[src/rtl/ctrl_ramdrv_head_bank.sv]
// Per-channel circular-buffer head/length bank with modular head advance and tap read.
// Latency: writes take effect at the next edge; read result and rd_valid one cycle after read_reg.
// Backpressure: none; one command and one read are accepted every cycle, illegal ones pulse cmd_err.
module ctrl_ramdrv_head_bank #(
  parameter int DATA_OFFSET_WIDTH  = 10,
  parameter int VECTOR_INDEX_WIDTH = 4,
  parameter int STEP_WIDTH         = 3
) (
  input  logic                          clk,
  input  logic                          rst,
  input  logic                          init,
  input  logic                          clear,
  input  logic                          head_inc,
  input  logic                          read_reg,
  input  logic [VECTOR_INDEX_WIDTH-1:0] index,
  input  logic [VECTOR_INDEX_WIDTH-1:0] rd_index,
  input  logic [DATA_OFFSET_WIDTH-1:0]  length,
  input  logic [STEP_WIDTH-1:0]         step,
  input  logic [DATA_OFFSET_WIDTH-1:0]  rd_tap,
  output logic [DATA_OFFSET_WIDTH-1:0]  head_offset,
  output logic                          rd_valid,
  output logic                          cmd_err
);

  localparam int W   = DATA_OFFSET_WIDTH;
  localparam int NCH = 2**VECTOR_INDEX_WIDTH;

  // Per-channel state. Invariant: r_head[ch] <= r_len[ch] at all times.
  logic [W-1:0] r_head [NCH];
  logic [W-1:0] r_len  [NCH];

  // Write-side decode
  logic [1:0]   w_cmd_cnt;
  logic         w_multi;
  logic [W-1:0] w_wr_head;
  logic [W-1:0] w_wr_len;
  logic [W:0]   w_wr_size;
  logic [W:0]   w_step_ext;
  logic [W:0]   w_inc_sum;
  logic         w_inc_err;
  logic [W-1:0] w_inc_next;

  // Read-side decode
  logic [W-1:0] w_rd_head;
  logic [W-1:0] w_rd_len;
  logic [W:0]   w_rd_sum;
  logic         w_rd_err;
  logic [W-1:0] w_rd_res;

  // Command legality and the modular head advance for the write channel.
  always_comb begin
    w_cmd_cnt  = {1'b0, init} + {1'b0, clear} + {1'b0, head_inc};
    w_multi    = (w_cmd_cnt > 2'd1);
    w_wr_head  = r_head[index];
    w_wr_len   = r_len[index];
    w_wr_size  = {1'b0, w_wr_len} + {{W{1'b0}}, 1'b1};
    w_step_ext = {{(W+1-STEP_WIDTH){1'b0}}, step};
    w_inc_sum  = {1'b0, w_wr_head} + w_step_ext;
    // A step larger than the buffer would wrap more than once; refuse it.
    w_inc_err  = head_inc && !w_multi && (w_step_ext > w_wr_size);
    // head <= len and step <= len+1 keep the wrapped result within W bits,
    // so the subtraction can be done modulo 2**W.
    if (w_inc_sum > {1'b0, w_wr_len}) begin
      w_inc_next = w_inc_sum[W-1:0] - w_wr_len - W'(1);
    end else begin
      w_inc_next = w_inc_sum[W-1:0];
    end
  end

  // Tap-offset address for the read channel, using pre-edge head/len.
  always_comb begin
    w_rd_head = r_head[rd_index];
    w_rd_len  = r_len[rd_index];
    w_rd_sum  = {1'b0, w_rd_head} + {1'b0, rd_tap};
    w_rd_err  = read_reg && (rd_tap > w_rd_len);
    if (w_rd_err) begin
      w_rd_res = '0;
    end else if (w_rd_sum > {1'b0, w_rd_len}) begin
      w_rd_res = w_rd_sum[W-1:0] - w_rd_len - W'(1);
    end else begin
      w_rd_res = w_rd_sum[W-1:0];
    end
  end

  // Channel state update; any multi-command cycle leaves state untouched.
  always_ff @(posedge clk or posedge rst) begin
    if (rst) begin
      for (int i = 0; i < NCH; i++) begin
        r_head[i] <= '0;
        r_len[i]  <= '0;
      end
    end else if (!w_multi) begin
      if (init) begin
        r_len[index] <= length;
        if (w_wr_head > length) begin
          r_head[index] <= '0;
        end
      end else if (clear) begin
        r_head[index] <= '0;
      end else if (head_inc && !w_inc_err) begin
        r_head[index] <= w_inc_next;
      end
    end
  end

  // Registered read port; result holds when no read is requested.
  always_ff @(posedge clk or posedge rst) begin
    if (rst) begin
      head_offset <= '0;
      rd_valid    <= 1'b0;
    end else begin
      rd_valid <= read_reg;
      if (read_reg) begin
        head_offset <= w_rd_res;
      end
    end
  end

  // Single-cycle error pulse collecting every error source of the cycle.
  always_ff @(posedge clk or posedge rst) begin
    if (rst) begin
      cmd_err <= 1'b0;
    end else begin
      cmd_err <= w_multi | w_inc_err | w_rd_err;
    end
  end

endmodule

[config.mk]
export PLATFORM = sky130hd
export DESIGN_NAME = ctrl_ramdrv_head_bank
export DESIGN_NICKNAME = d
export VERILOG_FILES = /design/src/rtl/ctrl_ramdrv_head_bank.sv
export SDC_FILE = /design/constraint.sdc
export NUM_CORES = 1
export LEC_CHECK = 0
export ABC_AREA = 0
export CORE_MARGIN = 2
export CORE_UTILIZATION = 35
export CTS_BUF_LIST = sky130_fd_sc_hd__clkbuf_16
export DETAILED_ROUTE_END_ITERATION = 12
export DONT_BUFFER_PORTS = 1
export GPL_TIMING_DRIVEN = 1
export PLACE_DENSITY = 0.49
export SETUP_SLACK_MARGIN = 0.3
export SYNTH_ARGS = -nofsm -noshare
export SYNTH_HDL_FRONTEND = slang
export SYNTH_SLANG_ARGS = --single-unit
[constraint.sdc]
create_clock -name clk -period 28.6 [get_ports clk]
set_input_delay 2.86 -clock clk [delete_from_list [all_inputs] [get_ports clk]]
set_output_delay 2.86 -clock clk [all_outputs]
set_load 0.02 [all_outputs]
==> metrics.txt, run 1 <==
Inserted Clock Buffers=39; cell chain of the critical path=mux4_2, mux4_2, ha_1, fa_1, a21oi_1, nor2b_1, nand3_1, nor3_1, xor2_1, ha_1, and2_1, o21a_1, nor2_1, nand2_1, o21ai_0, a21boi_2, mux2i_1, nor2_1, mux2_2; dominant cell type by area after synthesis=sky130_fd_sc_hd__dfrtp_1; antenna violation net count after detailed routing=0; power per cell area=79.6 nW/um^2; data required time of the worst path=29.08 ns; routed length per placed instance=25.7 um; start point of the worst hold path=r_len[133]; worst slew pin tran=1.09 ns; data arrival time at the worst-slack endpoint=8.44 ns; placeable core region=56100 um^2; clock network latency to the later pin of the worst-skew pair=0.57 ns; layout overhead on the synthesized area=8.55%; number of clock sinks=332; area of the mapped netlist=19700 um^2; Hold EP=r_len[133]; global-route wire length before repair=87200 um; Antenna Diode Count=0; total iterations of the first detailed-routing run=5; Reg-to-Reg Start=r_head[0]; Post-Synthesis Net Count=1627; net count of the finished layout=1579; number of distinct library cells after synthesis=60; fin crit share=0.278; async set-reset flop share out of synthesis=1.00; final critical path time including I/O delays and setup=7.95 ns; number of antenna violations at the first check in global routing=1; DP HPWL=36600 um; final count of hold timing violations=0; top post-synthesis cells by area=sky130_fd_sc_hd__dfrtp_1 42%, sky130_fd_sc_hd__mux4_2 21%, sky130_fd_sc_hd__mux2_2 5.0%, sky130_fd_sc_hd__mux2_4 4.8%, sky130_fd_sc_hd__o21ai_0 4.0%; Most used DFF post-synth=sky130_fd_sc_hd__dfrtp_1; # port buffers=0; Setup violations, final=0; outcome=complete, no violations; slowest library cell on the worst path=sky130_fd_sc_hd__nor2_1; maximum clock skew at final layout=0.0257 ns; register area share after synthesis=0.421; DRC=0; final count of pins violating max slew=0; standard-cell rows=87; Post-synth EDFFs=0; drt initial violations=723; via count of the first global-routing pass=13100; floorplan die width=241 um; maximum vdd drop=37.3 uV; count of cells along the worst register-to-register path=19; Die Y-Extent=241 um; gate count of the mapped netlist=1526; buffer levels on the longest clock path=3; CTS hold repair buffers=0; largest net degree at the start of global routing=138; highest-count cells in the layout ignoring fill and taps=332 x sky130_fd_sc_hd__dfrtp_1, 186 x sky130_fd_sc_hd__mux4_2, 172 x sky130_fd_sc_hd__nand2_1; Overflow after GRT=0; share of Yosys cell area claimed by the top area cell type=0.421; Root Buffer Master=sky130_fd_sc_hd__clkbuf_16; RSZ-0062 raised after global routing=false; I/O pins=49; overall via count from detail_route=12700; Post-CTS Repair Setup Buffers=0; mean post-synth cell area=12.9 um^2; largest driver fanout on the critical path=88; Final GP Congestion=0.891; share of layout cells above drive strength 1=0.285; number of maximum-capacitance violations=0; commonest non-fill, non-tap cell in the layout=sky130_fd_sc_hd__dfrtp_1; Design Power=1.70 mW; maximum level of the CTS H-tree=2; setup TNS=0 ns; Resized Gates After CTS=0; Worst Hold Depth=2; startpoint kind of the worst setup timing path=input pin; TritonCTS clock tree=done; Die Footprint=58300 um^2; Detailed Route WL=57800 um; standby leakage power=9.71 nW; Crit Path Category=in -> reg; RR Endpoint=r_head[151]; overall routing resource usage=0.204; detailed-route vias per instance=5.64; register clock-pin slew on the reported worst setup and hold paths=0.05 ns; critical path's largest stage delay=0.78 ns; Worst Hold Class=reg -> reg; initial standard-cell utilization of the core=0.352; relative slew slack=0.269; Yosys warnings=0; CP Capture Type=register; R2R setup slack=22.62 ns; count of state elements after synthesis=332; achievable clock frequency=126 MHz
-- how the worst max path moves through the flow --
stage	to	slack (ns)	from	cells after the start
2_1_floorplan	cmd_err	16.54	rst	1
3_3_place_gp	r_head[157]	20.25	index[0]	19
3_5_place_dp	r_head[111]	20.16	index[0]	19
4_1_cts	r_head[147]	20.70	index[0]	19
5_1_grt	r_head[120]	20.31	index[0]	19
6_report	r_head[151]	20.65	index[0]	19
-- cell type report --
| cell class | instances | area, um^2 |
|---|---|---|
| inverters | 72 | 278 |
| multi-input cells | 1024 | 10700 |
| flip-flops and latches | 332 | 8310 |
| repair buffers | 9 | 67.6 |
| fillers | 5270 | 34600 |
| clock inverters | 20 | 133 |
| clock buffers | 40 | 1000 |
| well taps | 756 | 946 |
-- where the power goes --
group | internal, mW | switching, mW | leakage, nW
Combinational | 0.297 | 0.278 | 4.75
Clock | 0.260 | 0.201 | 0.572
Sequential | 0.580 | 0.0868 | 4.38
Total | 1.14 | 0.566 | 9.71
-- registers in the layout (all words and copies together), names as in the netlist --
signal,cells
cmd_err,1
r_head,160
r_len,160
head_offset,10
rd_valid,1
-- cell families (layout without fill, tap and decap cells) --
family                   after synthesis  in the layout  share of synthesized area
multiplexers                         385            385                      0.335
flip-flops                           332            332                      0.421
AND/OR/NAND/NOR                      282            282                     0.0713
AO/OA/AOI/OAI                        263            263                     0.0788
buffers and inverters                170            141                     0.0378
adder cells (fa/ha/maj)               64             64                     0.0421
XOR/XNOR                              30             30                     0.0133
-- critical path, delay by kind of cell --
kind | cells | cell delay (ns)
mux | 4 | 1.48
fa+ha+maj | 3 | 1.06
xor+xnor | 1 | 0.19
simple gates | 7 | 1.52
compound gates | 4 | 1.27
-- per-layer routing --
layer,wire [um],up-vias,GRT usage,share of wire
met2,27000,303,0.326,0.47
met1,25800,6673,0.274,0.45
met5,12,-,0,0.00021
met4,1610,2,0.0617,0.028
met3,3390,91,0.0484,0.059
li1,-,5635,-,-
-- cell usage after synthesis, types with 4 or more instances --
cell and n:
sky130_fd_sc_hd__mux4_2 186, sky130_fd_sc_hd__nor2_1 20, sky130_fd_sc_hd__buf_2 22, sky130_fd_sc_hd__nand2_1 172, sky130_fd_sc_hd__nand3_4 10, sky130_fd_sc_hd__mux2i_1 39, sky130_fd_sc_hd__nand4_2 4, sky130_fd_sc_hd__buf_1 13
sky130_fd_sc_hd__a22oi_1 11, sky130_fd_sc_hd__a22o_1 7, sky130_fd_sc_hd__nor3_1 9, sky130_fd_sc_hd__and3_1 4, sky130_fd_sc_hd__o21a_1 9, sky130_fd_sc_hd__nand3_1 18, sky130_fd_sc_hd__a221oi_1 5, sky130_fd_sc_hd__nor2_2 5
sky130_fd_sc_hd__mux2_2 88, sky130_fd_sc_hd__buf_6 7, sky130_fd_sc_hd__nor2b_1 14, sky130_fd_sc_hd__xor2_1 15, sky130_fd_sc_hd__o22ai_1 10, sky130_fd_sc_hd__a21o_1 14, sky130_fd_sc_hd__nand4_1 6, sky130_fd_sc_hd__o21ai_0 159
sky130_fd_sc_hd__xnor2_1 15, sky130_fd_sc_hd__a21oi_1 24, sky130_fd_sc_hd__ha_1 60, sky130_fd_sc_hd__dfrtp_1 332, sky130_fd_sc_hd__inv_1 72, sky130_fd_sc_hd__nand2b_1 5, sky130_fd_sc_hd__clkbuf_1 52, sky130_fd_sc_hd__fa_1 4
sky130_fd_sc_hd__mux2_4 63, sky130_fd_sc_hd__mux2_1 9
-- through the flow --
step	std cells	util	cell area, um^2	setup slack, ns	hold slack [ns]
global placement	2193	0.362	20300	20.25	0.474
CTS	2253	0.382	21400	20.70	0.498
finish	2253	0.382	21400	20.65	0.497
global route	2253	0.382	21400	20.31	0.520
floorplan	1526	-	19700	16.54	0.461
detailed placement	2193	0.362	20300	20.16	0.484
No activity file was read; power rests on OpenSTA's default activity.
==> run 2: changes to the inputs <==
--- a/config.mk
+++ b/config.mk
@@ -12,7 +12,7 @@
 export DETAILED_ROUTE_END_ITERATION = 12
 export DONT_BUFFER_PORTS = 1
 export GPL_TIMING_DRIVEN = 1
-export PLACE_DENSITY = 0.49
+export PLACE_DENSITY = 0.51
 export SETUP_SLACK_MARGIN = 0.3
 export SYNTH_ARGS = -nofsm -noshare
 export SYNTH_HDL_FRONTEND = slang
==> constraint.sdc (replaced) <==
create_clock -name clk -period 6.4 [get_ports clk]
set_input_delay 0.64 -clock clk [delete_from_list [all_inputs] [get_ports clk]]
set_output_delay 0.64 -clock clk [all_outputs]
set_load 0.02 [all_outputs]
==> metrics.txt, run 2 (synthesis results as in run 1) <==
RR Endpoint=r_head[121]; layout overhead on the synthesized area=9.24%; multi-input logic area=10700 um^2; routed length per placed instance=25.5 um; post-route worst hold slack=0.0415 ns; TritonCTS clock tree=done; Placed Cells=2201; total iterations of the first detailed-routing run=5; DP HPWL=36000 um; Die Footprint=58300 um^2; via count of the first global-routing pass=13300; achievable clock frequency=176 MHz; CTS hold repair buffers=0; final critical path time including I/O delays and setup=5.69 ns; Sequential Area=8310 um^2; clock network latency to the later pin of the worst-skew pair=0.56 ns; outcome=complete, no violations; maximum vdd drop=184 uV; detailed-route vias per instance=5.64; share of layout cells above drive strength 1=0.289; overall routing resource usage=0.206; fraction of power spent switching nets=0.332; power per cell area=359 nW/um^2; buffer levels on the longest clock path=3; DRC=0; highest-count cells in the layout ignoring fill and taps=332 x sky130_fd_sc_hd__dfrtp_1, 186 x sky130_fd_sc_hd__mux4_2, 172 x sky130_fd_sc_hd__nand2_1; Reg-to-Reg Start=r_head[120]; global-route wire length before repair=88400 um; largest driver fanout on the critical path=16; CP Capture Type=register; portion of total power attributed to the clock network=0.274; setup TNS=0 ns; number of antenna violations at the first check in global routing=0; Design Power=7.74 mW; placeable core region=56100 um^2; number of clock sinks=332; antenna violation net count after detailed routing=0; Int Pwr=5.17 mW; RSZ-0062 raised after global routing=false; leading registers by flop count=r_head x160, r_len x160, head_offset x10; drt initial violations=960; Die Y-Extent=241 um; floorplan die width=241 um; filler cell count=5300; number of maximum-capacitance violations=0; maximum clock skew at final layout=0.0218 ns; R2R setup slack=0.71 ns; worst slew pin tran=1.19 ns; data required time of the worst path=6.88 ns; fin crit share=0.888; Antenna Diode Count=0; Setup violations, final=0; final count of hold timing violations=0; Overflow after GRT=0; # port buffers=0; overall via count from detail_route=12800; commonest non-fill, non-tap cell in the layout=sky130_fd_sc_hd__dfrtp_1; count of cells along the worst register-to-register path=19; net count of the finished layout=1587; maximum level of the CTS H-tree=2; I/O pins=49; post-route non-filler standard cell count=2272; final count of pins violating max slew=0; standby leakage power=9.80 nW; startpoint kind of the worst setup timing path=register; initial standard-cell utilization of the core=0.352; Inserted Clock Buffers=39; register clock-pin slew on the reported worst setup and hold paths=0.06 ns; standard-cell rows=87; relative slew slack=0.205; Root Buffer Master=sky130_fd_sc_hd__clkbuf_16; largest net degree at the start of global routing=168; Post-CTS Repair Setup Buffers=0; combinational cell fraction of total power=0.342; switching power summed over all nets=2.57 mW; Crit Path Category=reg -> reg; sequential share of power=0.384; data arrival time at the worst-slack endpoint=6.17 ns; Worst Hold Class=in -> async; Final GP Congestion=0.917; Detailed Route WL=58000 um
run 2: cell types whose count changed in the layout (fill, tap and decap cells not counted), moves of 3 or more:
cell / delta
sky130_fd_sc_hd__inv_1: +3
sky130_fd_sc_hd__clkinv_1: +5
sky130_fd_sc_hd__clkinv_2: +4
sky130_fd_sc_hd__buf_4: +7
run 2: final cells by class:
| cell class | instances | share of cell area |
|---|---|---|
| timing repair buffer | 17 | 0.00650 |
| clock inverter | 31 | 0.00917 |
| clock buffer | 40 | 0.0465 |
| tap | 756 | 0.0439 |
| inverter | 72 | 0.0127 |
| sequential | 332 | 0.386 |
| multi-input combinational | 1024 | 0.496 |
run 2: power by group through the flow:
stage                     sequential (mW)  clock [mW]  combinational [mW]
final                                2.97        2.12                2.64
after global routing                 3.04        2.27                2.90
after CTS                            2.96        2.18                2.64
after detailed placement             3.00           0                2.63
after global placement               2.97           0                2.58
after floorplan                      2.89           0                2.15
run 2: critical path, stage by stage (launching register included):
cell and delay, ns:
sky130_fd_sc_hd__dfrtp_1 0.39, sky130_fd_sc_hd__mux4_2 0.48, sky130_fd_sc_hd__mux4_2 0.51, sky130_fd_sc_hd__ha_1 0.24, sky130_fd_sc_hd__fa_1 0.43, sky130_fd_sc_hd__a21oi_1 0.14, sky130_fd_sc_hd__nor2b_1 0.10, sky130_fd_sc_hd__nand3_1 0.12
sky130_fd_sc_hd__nor3_1 0.09, sky130_fd_sc_hd__xor2_1 0.18, sky130_fd_sc_hd__ha_1 0.38, sky130_fd_sc_hd__and2_1 0.20, sky130_fd_sc_hd__o21a_1 0.17, sky130_fd_sc_hd__nor2_1 0.13, sky130_fd_sc_hd__nand2_1 0.06, sky130_fd_sc_hd__o21ai_0 0.29
sky130_fd_sc_hd__a21boi_2 0.48, sky130_fd_sc_hd__mux2i_1 0.14, sky130_fd_sc_hd__nor2_1 0.77, sky130_fd_sc_hd__mux2_2 0.31
run 2: through the flow:
stage	instance area (um^2)	util	setup WS, ns
CTS	21500	0.384	0.719
floorplan	19700	-	0.307
global route	21500	0.384	0.308
detailed placement	20300	0.363	0.447
finish	21500	0.384	0.714
global placement	20300	0.363	0.486
run 2: layer usage:
metal	vias up	track usage	wire length, um
met5	-	0	0
met4	0	0.0550	1420
met3	79	0.0389	3740
met2	392	0.337	27500
met1	6696	0.280	25400
li1	5658	-	-
run 2: worst max-delay path by stage:
stage | cells after the start | end | slack (ns) | startpoint
2_1_floorplan | 25 | r_head[36] | 0.31 | index[1]
3_3_place_gp | 19 | r_head[141] | 0.49 | index[0]
3_5_place_dp | 19 | r_head[121] | 0.45 | index[0]
4_1_cts | 19 | r_head[121] | 0.72 | r_head[120]
5_1_grt | 18 | r_head[117] | 0.31 | r_head[92]
6_report | 19 | r_head[121] | 0.71 | r_head[120]
run 2: what timing repair did:
| item | in CTS | in global routing |
|---|---|---|
| gates resized for setup | 0 | 1 |
| endpoints found under the hold margin | 0 | 0 |
| endpoints found under the setup margin | 0 | 3 |
==> run 3: changes to the inputs <==
--- a/config.mk
+++ b/config.mk
@@ -6,14 +6,13 @@
 export NUM_CORES = 1
 export LEC_CHECK = 0
 export ABC_AREA = 0
-export CORE_MARGIN = 2
-export CORE_UTILIZATION = 35
+export CORE_UTILIZATION = 40
 export CTS_BUF_LIST = sky130_fd_sc_hd__clkbuf_16
 export DETAILED_ROUTE_END_ITERATION = 12
 export DONT_BUFFER_PORTS = 1
 export GPL_TIMING_DRIVEN = 1
-export PLACE_DENSITY = 0.51
-export SETUP_SLACK_MARGIN = 0.3
+export PLACE_DENSITY = 0.56
+export SETUP_SLACK_MARGIN = 0.5
 export SYNTH_ARGS = -nofsm -noshare
 export SYNTH_HDL_FRONTEND = slang
 export SYNTH_SLANG_ARGS = --single-unit
==> metrics.txt, run 3 (synthesis results as in run 1) <==
Detailed Route WL=54300 um; data required time of the worst path=6.86 ns; power per cell area=365 nW/um^2; maximum clock skew at final layout=0.0182 ns; cell chain of the critical path=mux4_2, mux4_2, ha_1, a21oi_1, nor2b_1, nand3_1, nor3_1, xor2_1, ha_1, and2_1, o21a_1, nor2_1, nand2_1, o21ai_1, a21boi_2, buf_4, mux2i_1, nor2_2, mux2_2; final critical path time including I/O delays and setup=5.56 ns; highest-count cells in the layout ignoring fill and taps=332 x sky130_fd_sc_hd__dfrtp_1, 186 x sky130_fd_sc_hd__mux4_2, 172 x sky130_fd_sc_hd__nand2_1; leading registers by flop count=r_head x160, r_len x160, head_offset x10; initial standard-cell utilization of the core=0.405; worst path buffer plus inverter count=1; total iterations of the first detailed-routing run=5; final count of pins violating max slew=0; cell area after layout=21500 um^2; Post-CTS Repair Setup Buffers=0; layout overhead on the synthesized area=9.10%; CP Capture Type=register; number of clock sinks=332; maximum level of the CTS H-tree=2; relative slew slack=0.265; slowest library cell on the worst path=sky130_fd_sc_hd__nor2_2; Final GP Congestion=0.883; standard-cell rows=81; fin crit share=0.869; startpoint kind of the worst setup timing path=register; DP HPWL=34600 um; filler cell count=4428; number of maximum-capacitance violations=0; # port buffers=0; data arrival time at the worst-slack endpoint=6.02 ns; setup TNS=0 ns; share of layout cells above drive strength 1=0.291; Antenna Diode Count=0; DRC=0; worst slew pin tran=1.10 ns; maximum vdd drop=179 uV; I/O pins=49; routed length per placed instance=25.0 um; placeable core region=48700 um^2; clock network latency to the later pin of the worst-skew pair=0.54 ns; outcome=complete, no violations; detailed-route vias per instance=5.88; drt initial violations=957; register clock-pin slew on the reported worst setup and hold paths=0.06 ns; overall via count from detail_route=12800; RSZ-0062 raised after global routing=false; largest net degree at the start of global routing=140; critical path's largest stage delay=0.55 ns; via count of the first global-routing pass=13000; Die Y-Extent=224 um; Inserted Clock Buffers=38; Die Footprint=50200 um^2; floorplan die width=224 um; final count of hold timing violations=0; overall routing resource usage=0.223; net count of the finished layout=1584; Worst Hold Class=in -> reg; commonest non-fill, non-tap cell in the layout=sky130_fd_sc_hd__dfrtp_1; Crit Path Category=reg -> reg; standard cell area after detailed placement=20200 um^2; achievable clock frequency=180 MHz; standby leakage power=9.81 nW; number of antenna violations at the first check in global routing=0; antenna violation net count after detailed routing=0; delay-heaviest family, CP=simple AND/OR/NAND/NOR gates; TritonCTS clock tree=done; Overflow after GRT=0; Setup violations, final=0; largest driver fanout on the critical path=16; Root Buffer Master=sky130_fd_sc_hd__clkbuf_16; buffer levels on the longest clock path=3; global-route wire length before repair=84300 um; Final Core Density=0.441
-- run 3: cell types whose count changed in the layout (fill, tap and decap cells not counted), moves of 2 or more --
cell and delta:
sky130_fd_sc_hd__buf_4 -3, sky130_fd_sc_hd__bufinv_16 +4, sky130_fd_sc_hd__clkinv_1 -3, sky130_fd_sc_hd__clkinv_2 -3, sky130_fd_sc_hd__inv_1 -5, sky130_fd_sc_hd__nor2_1 -2
sky130_fd_sc_hd__nor2_2 +2
-- run 3: metal layers --
layer	wire [um]	GRT usage	up-vias
met2	25700	0.360	387
li1	-	-	5650
met1	23900	0.308	6643
met5	0	0	-
met3	3390	0.0434	81
met4	1250	0.0605	0
-- run 3: power breakdown --
part           leakage, nW  internal (mW)  switching (mW)
Clock                0.644           1.39           0.882
Sequential            4.38           2.59           0.378
Combinational         4.79           1.36            1.25
Total                 9.81           5.34            2.51
-- run 3: worst reg2reg max path: stages (launching register included) --
cell,delay [ns]
sky130_fd_sc_hd__dfrtp_1,0.40
sky130_fd_sc_hd__mux4_2,0.48
sky130_fd_sc_hd__mux4_2,0.54
sky130_fd_sc_hd__ha_1,0.36
sky130_fd_sc_hd__a21oi_1,0.08
sky130_fd_sc_hd__nor2b_1,0.25
sky130_fd_sc_hd__nand3_1,0.17
sky130_fd_sc_hd__nor3_1,0.31
sky130_fd_sc_hd__xor2_1,0.12
sky130_fd_sc_hd__ha_1,0.38
sky130_fd_sc_hd__and2_1,0.20
sky130_fd_sc_hd__o21a_1,0.16
sky130_fd_sc_hd__nor2_1,0.13
sky130_fd_sc_hd__nand2_1,0.07
sky130_fd_sc_hd__o21ai_1,0.19
sky130_fd_sc_hd__a21boi_2,0.47
sky130_fd_sc_hd__buf_4,0.26
sky130_fd_sc_hd__mux2i_1,0.09
sky130_fd_sc_hd__nor2_2,0.55
sky130_fd_sc_hd__mux2_2,0.28
-- run 3: path summary, 6_finish.rpt --
path	start	endpoint	slack, ns	cells past startpoint
worst max-delay path	r_head[132]	r_head[74]	0.84	19
worst min register to register	r_len[123]	r_len[123]	0.50	2
worst min-delay path	read_reg	rd_valid	0.13	0
max in group asynchronous	rst	r_head[76]	4.95	2
worst max register to register	r_head[132]	r_head[74]	0.84	19
min in group asynchronous	rst	r_len[151]	0.14	1
-- run 3: layout make-up --
| class | count | area [um^2] | share of cell area |
|---|---|---|---|
| Tap cell | 664 | 831 | 0.0386 |
| Clock inverter | 23 | 256 | 0.0119 |
| Clock buffer | 41 | 1030 | 0.0477 |
| Multi-Input combinational cell | 1024 | 10700 | 0.497 |
| Sequential cell | 332 | 8310 | 0.386 |
| Timing Repair Buffer | 15 | 138 | 0.00640 |
| Inverter | 72 | 274 | 0.0127 |
-- run 3: per-stage QoR --
step / power [mW] / hold slack [ns] / worst slack [ns] / std cells
global route: 8.31 / 0.119 / 0.521 / 2171
floorplan: 5.05 / 0.461 / 0.530 / 1526
detailed placement: 5.59 / 0.487 / 0.514 / 2107
CTS: 7.88 / 0.117 / 0.801 / 2171
global placement: 5.52 / 0.473 / 0.519 / 2107
finish: 7.84 / 0.135 / 0.841 / 2171
-- run 3: timing repair --
| action | in CTS | in global routing |
|---|---|---|
| resized for setup | 0 | 3 |
| hold buffers | 0 | 0 |
| endpoints found under the setup margin | 0 | 48 |
